File: src/rtl/resizer_ctrl.sv
// resizer_ctrl: sequences the resizer lane buffer between an S_KEEP_WIDTH-lane slave and an M_KEEP_WIDTH-lane master AXI-Stream port.
// Latency: a pushed slave beat is visible at the master port the next cycle; master outputs are combinational from registered state and buffer head.
// Backpressure: s_axis_tready depends on registered fill level only; m_axis_tready gates the pop directly.
// Build option: define RESIZER_CTRL_STATS_EN to add the 16-bit pkt_cnt output.
module resizer_ctrl #(
  parameter int S_KEEP_WIDTH     = 3,
  parameter int M_KEEP_WIDTH     = 2,
  parameter int T_DATA_WIDTH     = 1,
  parameter int BUF_DEPTH_LANES  = 12,
  parameter int BUF_IN_ENTRY_SZ  = (2 + T_DATA_WIDTH) * S_KEEP_WIDTH,
  parameter int BUF_OUT_ENTRY_SZ = (2 + T_DATA_WIDTH) * M_KEEP_WIDTH,
  parameter int LVL_W            = $clog2(BUF_DEPTH_LANES + 1)
) (
  input  logic                               clk,
  input  logic                               rst_n,
  input  logic                               s_axis_tvalid,
  output logic                               s_axis_tready,
  input  logic [S_KEEP_WIDTH*T_DATA_WIDTH-1:0] s_axis_tdata,
  input  logic [S_KEEP_WIDTH-1:0]            s_axis_tkeep,
  input  logic                               s_axis_tlast,
  output logic                               m_axis_tvalid,
  input  logic                               m_axis_tready,
  output logic [M_KEEP_WIDTH*T_DATA_WIDTH-1:0] m_axis_tdata,
  output logic [M_KEEP_WIDTH-1:0]            m_axis_tkeep,
  output logic                               m_axis_tlast,
  output logic [BUF_IN_ENTRY_SZ-1:0]         slave_entry,
  output logic                               slave_entry_valid,
  output logic                               master_entry_ready,
  input  logic [BUF_OUT_ENTRY_SZ-1:0]        master_entry,
  input  logic                               overflow,
  input  logic                               underflow,
  output logic [LVL_W-1:0]                   level,
  output logic                               err
`ifdef RESIZER_CTRL_STATS_EN
  ,
  output logic [15:0]                        pkt_cnt
`endif
);

  // Each lane in a buffer entry is {last, keep, data}.
  localparam int LANE_W = 2 + T_DATA_WIDTH;
  // Two spare bits so level + S_KEEP_WIDTH never wraps during compares.
  localparam int CALC_W = LVL_W + 2;

  localparam logic [CALC_W-1:0] S_LANES = CALC_W'(S_KEEP_WIDTH);
  localparam logic [CALC_W-1:0] M_LANES = CALC_W'(M_KEEP_WIDTH);
  localparam logic [CALC_W-1:0] DEPTH   = CALC_W'(BUF_DEPTH_LANES);

  typedef enum logic [1:0] {
    ST_IDLE   = 2'd0,
    ST_STREAM = 2'd1,
    ST_FLUSH  = 2'd2,
    ST_ERROR  = 2'd3
  } state_t;

  state_t             state_q, state_d;
  logic [LVL_W-1:0]   level_q, level_d;
  logic               err_q, err_d;

  logic [CALC_W-1:0]  level_ext;
  logic               room_ok;
  logic               partial;
  logic               push;
  logic               pop;
  logic               underflow_ok;
  logic               fault;
  logic [M_KEEP_WIDTH-1:0] unused_last;

  assign level_ext = CALC_W'(level_q);
  // Room for a whole slave beat, judged on the registered level only.
  assign room_ok   = (level_ext + S_LANES) <= DEPTH;
  // Fewer lanes than a master beat remain: only reachable while flushing.
  assign partial   = level_ext < M_LANES;

  // Handshake outputs decoded from the registered state and level.
  always_comb begin
    s_axis_tready = 1'b0;
    m_axis_tvalid = 1'b0;
    m_axis_tlast  = 1'b0;
    if (rst_n) begin
      case (state_q)
        ST_IDLE, ST_STREAM: begin
          s_axis_tready = room_ok;
          m_axis_tvalid = level_ext >= M_LANES;
        end
        ST_FLUSH: begin
          m_axis_tvalid = level_q != '0;
          m_axis_tlast  = level_ext <= M_LANES;
        end
        default: begin
          s_axis_tready = 1'b0;
          m_axis_tvalid = 1'b0;
        end
      endcase
    end
  end

  assign push               = s_axis_tvalid & s_axis_tready;
  assign pop                = m_axis_tvalid & m_axis_tready;
  assign slave_entry_valid  = push;
  assign master_entry_ready = pop;

  // Pack the slave beat into one buffer entry; only the top lane carries tlast.
  always_comb begin
    slave_entry = '0;
    if (rst_n) begin
      for (int i = 0; i < S_KEEP_WIDTH; i++) begin
        slave_entry[LANE_W*i +: T_DATA_WIDTH]   = s_axis_tdata[T_DATA_WIDTH*i +: T_DATA_WIDTH];
        slave_entry[LANE_W*i + T_DATA_WIDTH]     = s_axis_tkeep[i];
        slave_entry[LANE_W*i + T_DATA_WIDTH + 1] = (i == S_KEEP_WIDTH - 1) ? s_axis_tlast : 1'b0;
      end
    end
  end

  // Unpack the buffer head; a partial flush beat masks lanes past the fill level.
  always_comb begin
    m_axis_tdata = '0;
    m_axis_tkeep = '0;
    unused_last  = '0;
    for (int i = 0; i < M_KEEP_WIDTH; i++) begin
      unused_last[i] = master_entry[LANE_W*i + T_DATA_WIDTH + 1];
    end
    if (rst_n) begin
      for (int i = 0; i < M_KEEP_WIDTH; i++) begin
        m_axis_tdata[T_DATA_WIDTH*i +: T_DATA_WIDTH] = master_entry[LANE_W*i +: T_DATA_WIDTH];
        m_axis_tkeep[i] = master_entry[LANE_W*i + T_DATA_WIDTH];
        if ((state_q == ST_FLUSH) && partial && (CALC_W'(i) >= level_ext)) begin
          m_axis_tkeep[i] = 1'b0;
        end
      end
    end
  end

  // Fill level: push adds a slave beat, pop removes a master beat or the flush tail.
  always_comb begin
    level_d = level_q;
    if (pop && partial) begin
      level_d = '0;
    end else begin
      level_d = LVL_W'(level_ext + (push ? S_LANES : '0) - (pop ? M_LANES : '0));
    end
  end

  // The buffer reports underflow when the short flush tail is popped; that one is benign.
  assign underflow_ok = (state_q == ST_FLUSH) && pop && partial;
  assign fault        = overflow | (underflow & ~underflow_ok);

  // Packet sequencing; a buffer fault parks the controller in ERROR until reset.
  always_comb begin
    state_d = state_q;
    case (state_q)
      ST_IDLE: begin
        if (push) begin
          state_d = s_axis_tlast ? ST_FLUSH : ST_STREAM;
        end
      end
      ST_STREAM: begin
        if (push && s_axis_tlast) begin
          state_d = ST_FLUSH;
        end
      end
      ST_FLUSH: begin
        if (level_d == '0) begin
          state_d = ST_IDLE;
        end
      end
      default: state_d = ST_ERROR;
    endcase
    if (fault) begin
      state_d = ST_ERROR;
    end
  end

  // Sticky error flag follows entry into ERROR.
  always_comb begin
    err_d = err_q | (state_d == ST_ERROR);
  end

  // State, level and error registers with synchronous reset.
  always_ff @(posedge clk) begin
    if (!rst_n) begin
      state_q <= ST_IDLE;
      level_q <= '0;
      err_q   <= 1'b0;
    end else begin
      state_q <= state_d;
      level_q <= level_d;
      err_q   <= err_d;
    end
  end

  assign level = level_q;
  assign err   = err_q;

`ifdef RESIZER_CTRL_STATS_EN
  logic [15:0] pkt_cnt_q, pkt_cnt_d;

  // Count completed packets as their final beat leaves; wraps at 16 bits.
  always_comb begin
    pkt_cnt_d = pkt_cnt_q;
    if (pop && m_axis_tlast) begin
      pkt_cnt_d = pkt_cnt_q + 16'd1;
    end
  end

  // Packet counter register.
  always_ff @(posedge clk) begin
    if (!rst_n) begin
      pkt_cnt_q <= '0;
    end else begin
      pkt_cnt_q <= pkt_cnt_d;
    end
  end

  assign pkt_cnt = pkt_cnt_q;
`endif

endmodule

File: config.mk
export PLATFORM = sky130hd
export DESIGN_NAME = resizer_ctrl
export DESIGN_NICKNAME = d
export VERILOG_FILES = /design/src/rtl/resizer_ctrl.sv
export SDC_FILE = /design/constraint.sdc
export NUM_CORES = 1
export LEC_CHECK = 0
export ABC_AREA = 1
export CAP_MARGIN = 10
export CORE_MARGIN = 4
export CORE_UTILIZATION = 37
export DETAILED_ROUTE_END_ITERATION = 16
export GPL_ROUTABILITY_DRIVEN = 0
export GPL_TIMING_DRIVEN = 1
export PLACE_DENSITY = 0.82
export SKIP_CTS_REPAIR_TIMING = 1
export SLEW_MARGIN = 25
export SYNTH_ARGS = -nofsm -noshare
export SYNTH_HDL_FRONTEND = slang
export SYNTH_SLANG_ARGS = --single-unit
export TNS_END_PERCENT = 50
File: constraint.sdc
create_clock -name clk -period 3.21 [get_ports clk]
set_input_delay 0.642 -clock clk [delete_from_list [all_inputs] [get_ports clk]]
set_output_delay 0.642 -clock clk [all_outputs]
set_load 0.03 [all_outputs]
Word-level counts from Yosys, hierarchy flattened. Cells that the tools add are included.

Register bits: 7. Input bits: 19. Output and inout port bits: 23. Logic and storage cells: 52.

Add/sub/neg operators: 3. Magnitude comparators: 6. Eq/ne operators: 3. Multiplexer cells: 20. Bitwise operators: 6. Reductions and logical operators: 11.

Operator list (count): 2-bit 2-to-1 mux (9); 9-bit 2-to-1 mux (1); 1-bit by 4-bit greater-or-equal comparator with 1-bit output, first input constant (2); 1-bit logical AND (7); 1-bit 2-to-1 mux (7); 2-bit one-hot mux with 3 select lines (1); 4-bit by 2-bit adder with 5-bit output, second input constant (1); 5-bit by 4-bit <= comparator with 1-bit output, second input constant (1); 4-bit by 2-bit adder with 4-bit output (1); 2-bit equality test, second input constant (2); 4-bit by 2-bit greater-or-equal comparator with 1-bit output, second input constant (1); 4-bit by 2-bit <= comparator with 1-bit output, second input constant (1); 4-bit logical NOT (1); 4-bit by 2-bit less-than comparator with 1-bit output, second input constant (1); 4-bit 2-to-1 mux (1); 4-bit nonzero test (1); 4-bit by 2-bit subtractor with 4-bit output (1); 1-bit AND (3); 2-bit by 1-bit equality test with 1-bit output, second input constant (1); 2-bit logical NOT (1); 1-bit bitwise OR (2); 1-bit one-hot mux with 2 select lines (1); 2-bit OR reduction (1); 1-bit NOT (1).

Longest topological paths before layout.
Depth in word-level cells: 15. Gate-level depth with buffers: 23. Mapped depth without buffers: 23.

Worst setup path after synthesis. Ideal clock, no wire load.

Kind: flip-flop to flip-flop. Start: register level_q[2], in the netlist level[2]. End: register err_q, in the netlist err. Library setup time: 0.112 ns. Arrival time: 3.071 ns. Data required time: 3.098 ns. Path slack: 0.027 ns. Cell stages (with the launch flop): 23. Period minus slack after synthesis: 3.183 ns. Cells stage by stage: dfxtp_1 -> inv_1 -> ha_1 -> clkinv_1 -> a21oi_1 -> nand2_1 -> nand2_1 -> nand2_2 -> nand2_2 -> nor2_4 -> inv_1 -> fa_1 -> ha_1 -> o21ai_1 -> nand3_1 -> nand2_1 -> inv_1 -> o31ai_1 -> nand2_1 -> nand2_1 -> nand2_1 -> nand2_1 -> nand2_1.

Elaborated cells between the ends (all ways): 31. Classes of those cells: add/sub: 3; order compare: 3; eq/ne: 1; mux: 12; bitwise: 6; reduce/logical: 6.

RTL lines: from (decl) (RTL line 57) `logic [LVL_W-1:0] level_q, level_d;`; from (signal assigned) (RTL line 187) `level_q <= level_d;`; 4-bit by 2-bit greater-or-equal comparator with 1-bit output / 4-bit nonzero test (equally long branches) (RTL line 84, 87); 1-bit one-hot mux with 2 select lines * (RTL line 81) `case (state_q)`; 1-bit 2-to-1 mux * (RTL line 80) `if (rst_n) begin`; 1-bit AND * (RTL line 99) `assign pop = m_axis_tvalid & m_axis_tready;`; named net master_entry_ready (RTL line 28) `output logic master_entry_ready,`; 2-bit 2-to-1 mux (RTL line 140) `level_d = LVL_W'(level_ext + (push ? S_LANES : '0) - (pop ? M_LANES : '0));`; 4-bit by 2-bit subtractor with 4-bit output (RTL line 140); 4-bit 2-to-1 mux (RTL line 137) `if (pop && partial) begin`; 4-bit logical NOT (RTL line 163) `if (level_d == '0) begin`; 2-bit 2-to-1 mux (RTL line 163); 2-bit one-hot mux with 3 select lines (RTL line 151) `case (state_q)`; 2-bit 2-to-1 mux * (RTL line 169) `if (fault) begin`; 2-bit equality test * (RTL line 176) `err_d = err_q | (state_d == ST_ERROR);`; 1-bit bitwise OR * (RTL line 176); to (signal assigned) (RTL line 188) `err_q <= err_d;`; to (decl) (RTL line 58) `logic err_q, err_d;`.

The timed path passes the listed nets; every way through them passes the cells marked *. A chain may end at the register's enable or synchronous reset.

Worst setup path in the final report.
Start: input rst_n. End: output m_axis_tlast.

Cells in the longest elaborated chain, start to end: 1.

RTL lines: from (decl) (RTL line 15) `input logic rst_n,`; 1-bit 2-to-1 mux (RTL line 80); to (decl) (RTL line 25) `output logic m_axis_tlast,`.

Every way passes these cells.

==> out/metrics.csv <==
metric;value;unit
dieArea;0.00273;mm^2
synth_ff_type;dfxtp_1;
layout_setup_ws;0.190;ns
ios;42;
fmax;331;MHz
ys_seq_area_share;19.3;%
clkTransAtPathRegs;0.05;ns
synth_area;726;um^2
dp.cells;183;
final_area;0.00115;mm^2
critPathMaxFanout;13;
cp-startpoint;rst_n;
yosysTopAreaCellShare;20.2;%
yosys.area.top_type;nand2_1;
post-route-min-period;3.02;ns
cts_buffers;3;
hold_start;err;
synth-edff-count;0;
worstPathRequired;2.57;ns
clk_latency;0.26;ns
slew_violations;0;
final_hold_viol_count;0;
end_kind;output pin;
p_per_area;616;mW/mm^2
nets;189;
regToRegEndpoint;err;
drtIter0Drc;9;
max-cap-violations;0;
die_w;52.3;um
synth_cells;122;
crit_end;m_axis_tlast;
via_per_inst;4.29;
pre_cts_ws;0.0773;ns
reg2reg_slack;0.30;ns
die_h;52.3;um
startpoint_type;input port;
grt_use_total;15.5;%
crit_arrival;2.38;ns
route.detailed.wl_per_inst;10.7;um
hold_slack;0.449;ns
clk_path_buf_depth;2;
antenna_found_initial;0;
worstReg2RegStart;level[2];
place.detailed.hpwl;1690;um
dpl_cell_area;0.00112;mm^2
vias;803;
ant_nets;0;
skew;0.0115;ns
drt_pass1_iterations;4;
coreArea;0.00178;mm^2
port-buffer-count;37;
setup-violations-final;0;
power.leakage;0.630;nW
grt_first_pass_wirelength;3220;um
drive_gt1_share;13.0;%
start_util;40.7;%
hp-class;flip-flop to flip-flop;
cts-htree-levels;1;
rows;15;
layout.cells.non_filler;187;
grt_max_degree;14;
cts_sinks;7;
ys_warn_count;0;
area_delta_synth_final;58.3;%
reg2reg_depth;21;
root_buffer;clkbuf_4;
crit_type;input port to output pin;
synth_cell_type_count;23;
final_util;64.4;%
cts_tree;yes;
routed_wl;2000;um
drc;0;
yosys-top-cells-area;nand2_1 (20%), dfxtp_1 (19%), inv_1 (13%), ha_1 (10%), nor2_4 (4.7%);
n_antenna_cell;0;
status;complete, no violations;
grt-ovfl-total;0;
grt_pass1_vias;765;
synth.ff_latch_count;7;
ir_drop;0.000441;V
synth.avg_cell_area;5.95;um^2
finalCritPeriodShare;94.1;%
synthArstFlopShare;0;%
cell type report:
cell class,instances,area [um^2]
Fill cell,160,634
Multi-Input combinational cell,81,447
Timing Repair Buffer,39,383
Sequential cell,7,145
Inverter,31,116
Tap cell,25,31.3
Clock buffer,4,26.3
cells by family (layout without fill, tap and decap cells):
logic type,count (synthesis),count (layout),share of synthesized area [%]
and+or+nand+nor,60,60,37.8
DFF,7,7,19.3
AOI/OAI and AO/OA,11,11,8.45
xor gates and xnor gates,1,1,1.21
buffers and inverters,35,74,19.7
other,1,2,0.517
adders and majority gates,7,7,13.1
cells in the final DEF (no fill, tap or decap), types with 4 or more instances in the layout:
| master | n |
|---|---|
| a21oi_1 | 6 |
| clkdlybuf4s50_1 | 36 |
| nand3_1 | 4 |
| inv_2 | 5 |
| nor2_1 | 8 |
| nand2_1 | 39 |
| ha_1 | 6 |
| inv_1 | 25 |
| dfxtp_1 | 5 |
per-stage QoR:
stage	power, mW	setup TNS, ns
global placement	0.604	0
floorplan	0.476	0
finish	0.708	0
detailed placement	0.620	0
CTS	0.704	0
global route	0.784	-0.0319
per-layer routing:
| metal | vias up | GRT usage [%] | part of all wire (%) |
|---|---|---|---|
| met2 | 23 | 28.1 | 52 |
| met1 | 341 | 17.9 | 42 |
| met5 | - | 0 | 0 |
| met3 | 2 | 5.41 | 5.9 |
| met4 | 0 | 1.28 | 0.30 |
| li1 | 437 | - | - |
state kept, by name, indices dropped and copies added (netlist names):
name     count
err          1
level        4
state_q      2
cells in the mapped netlist (all sizes together), types with 3 or more instances:
master	instances
ha	6
nand2	42
buf	3
nor2	11
a21oi	7
dfxtp	7
inv	30
o21ai	3
nand3	4
power by group:
group / internal [mW] / switching, mW / leakage, nW / total [mW]
Sequential: 0.111 / 0.0334 / 0.0592 / 0.144
Combinational: 0.196 / 0.284 / 0.555 / 0.480
Clock: 0.0476 / 0.0354 / 0.0150 / 0.0831
worst min-delay path by stage:
stage	slack (ns)	to	cells past startpoint
finish	0.45	err	2
global route	0.46	err	2
detailed placement	0.44	err	2
floorplan	0.56	state_q[1]	4
CTS	0.46	err	2
global placement	0.44	err	2
worst max-delay path, cell delays in order:
cell             delay (ns)
clkdlybuf4s50_1        0.54
buf_4                  0.22
inv_1                  0.15
a21oi_1                0.14
clkdlybuf4s50_1        0.68
Note: power is estimated with default switching activity, not from simulation.
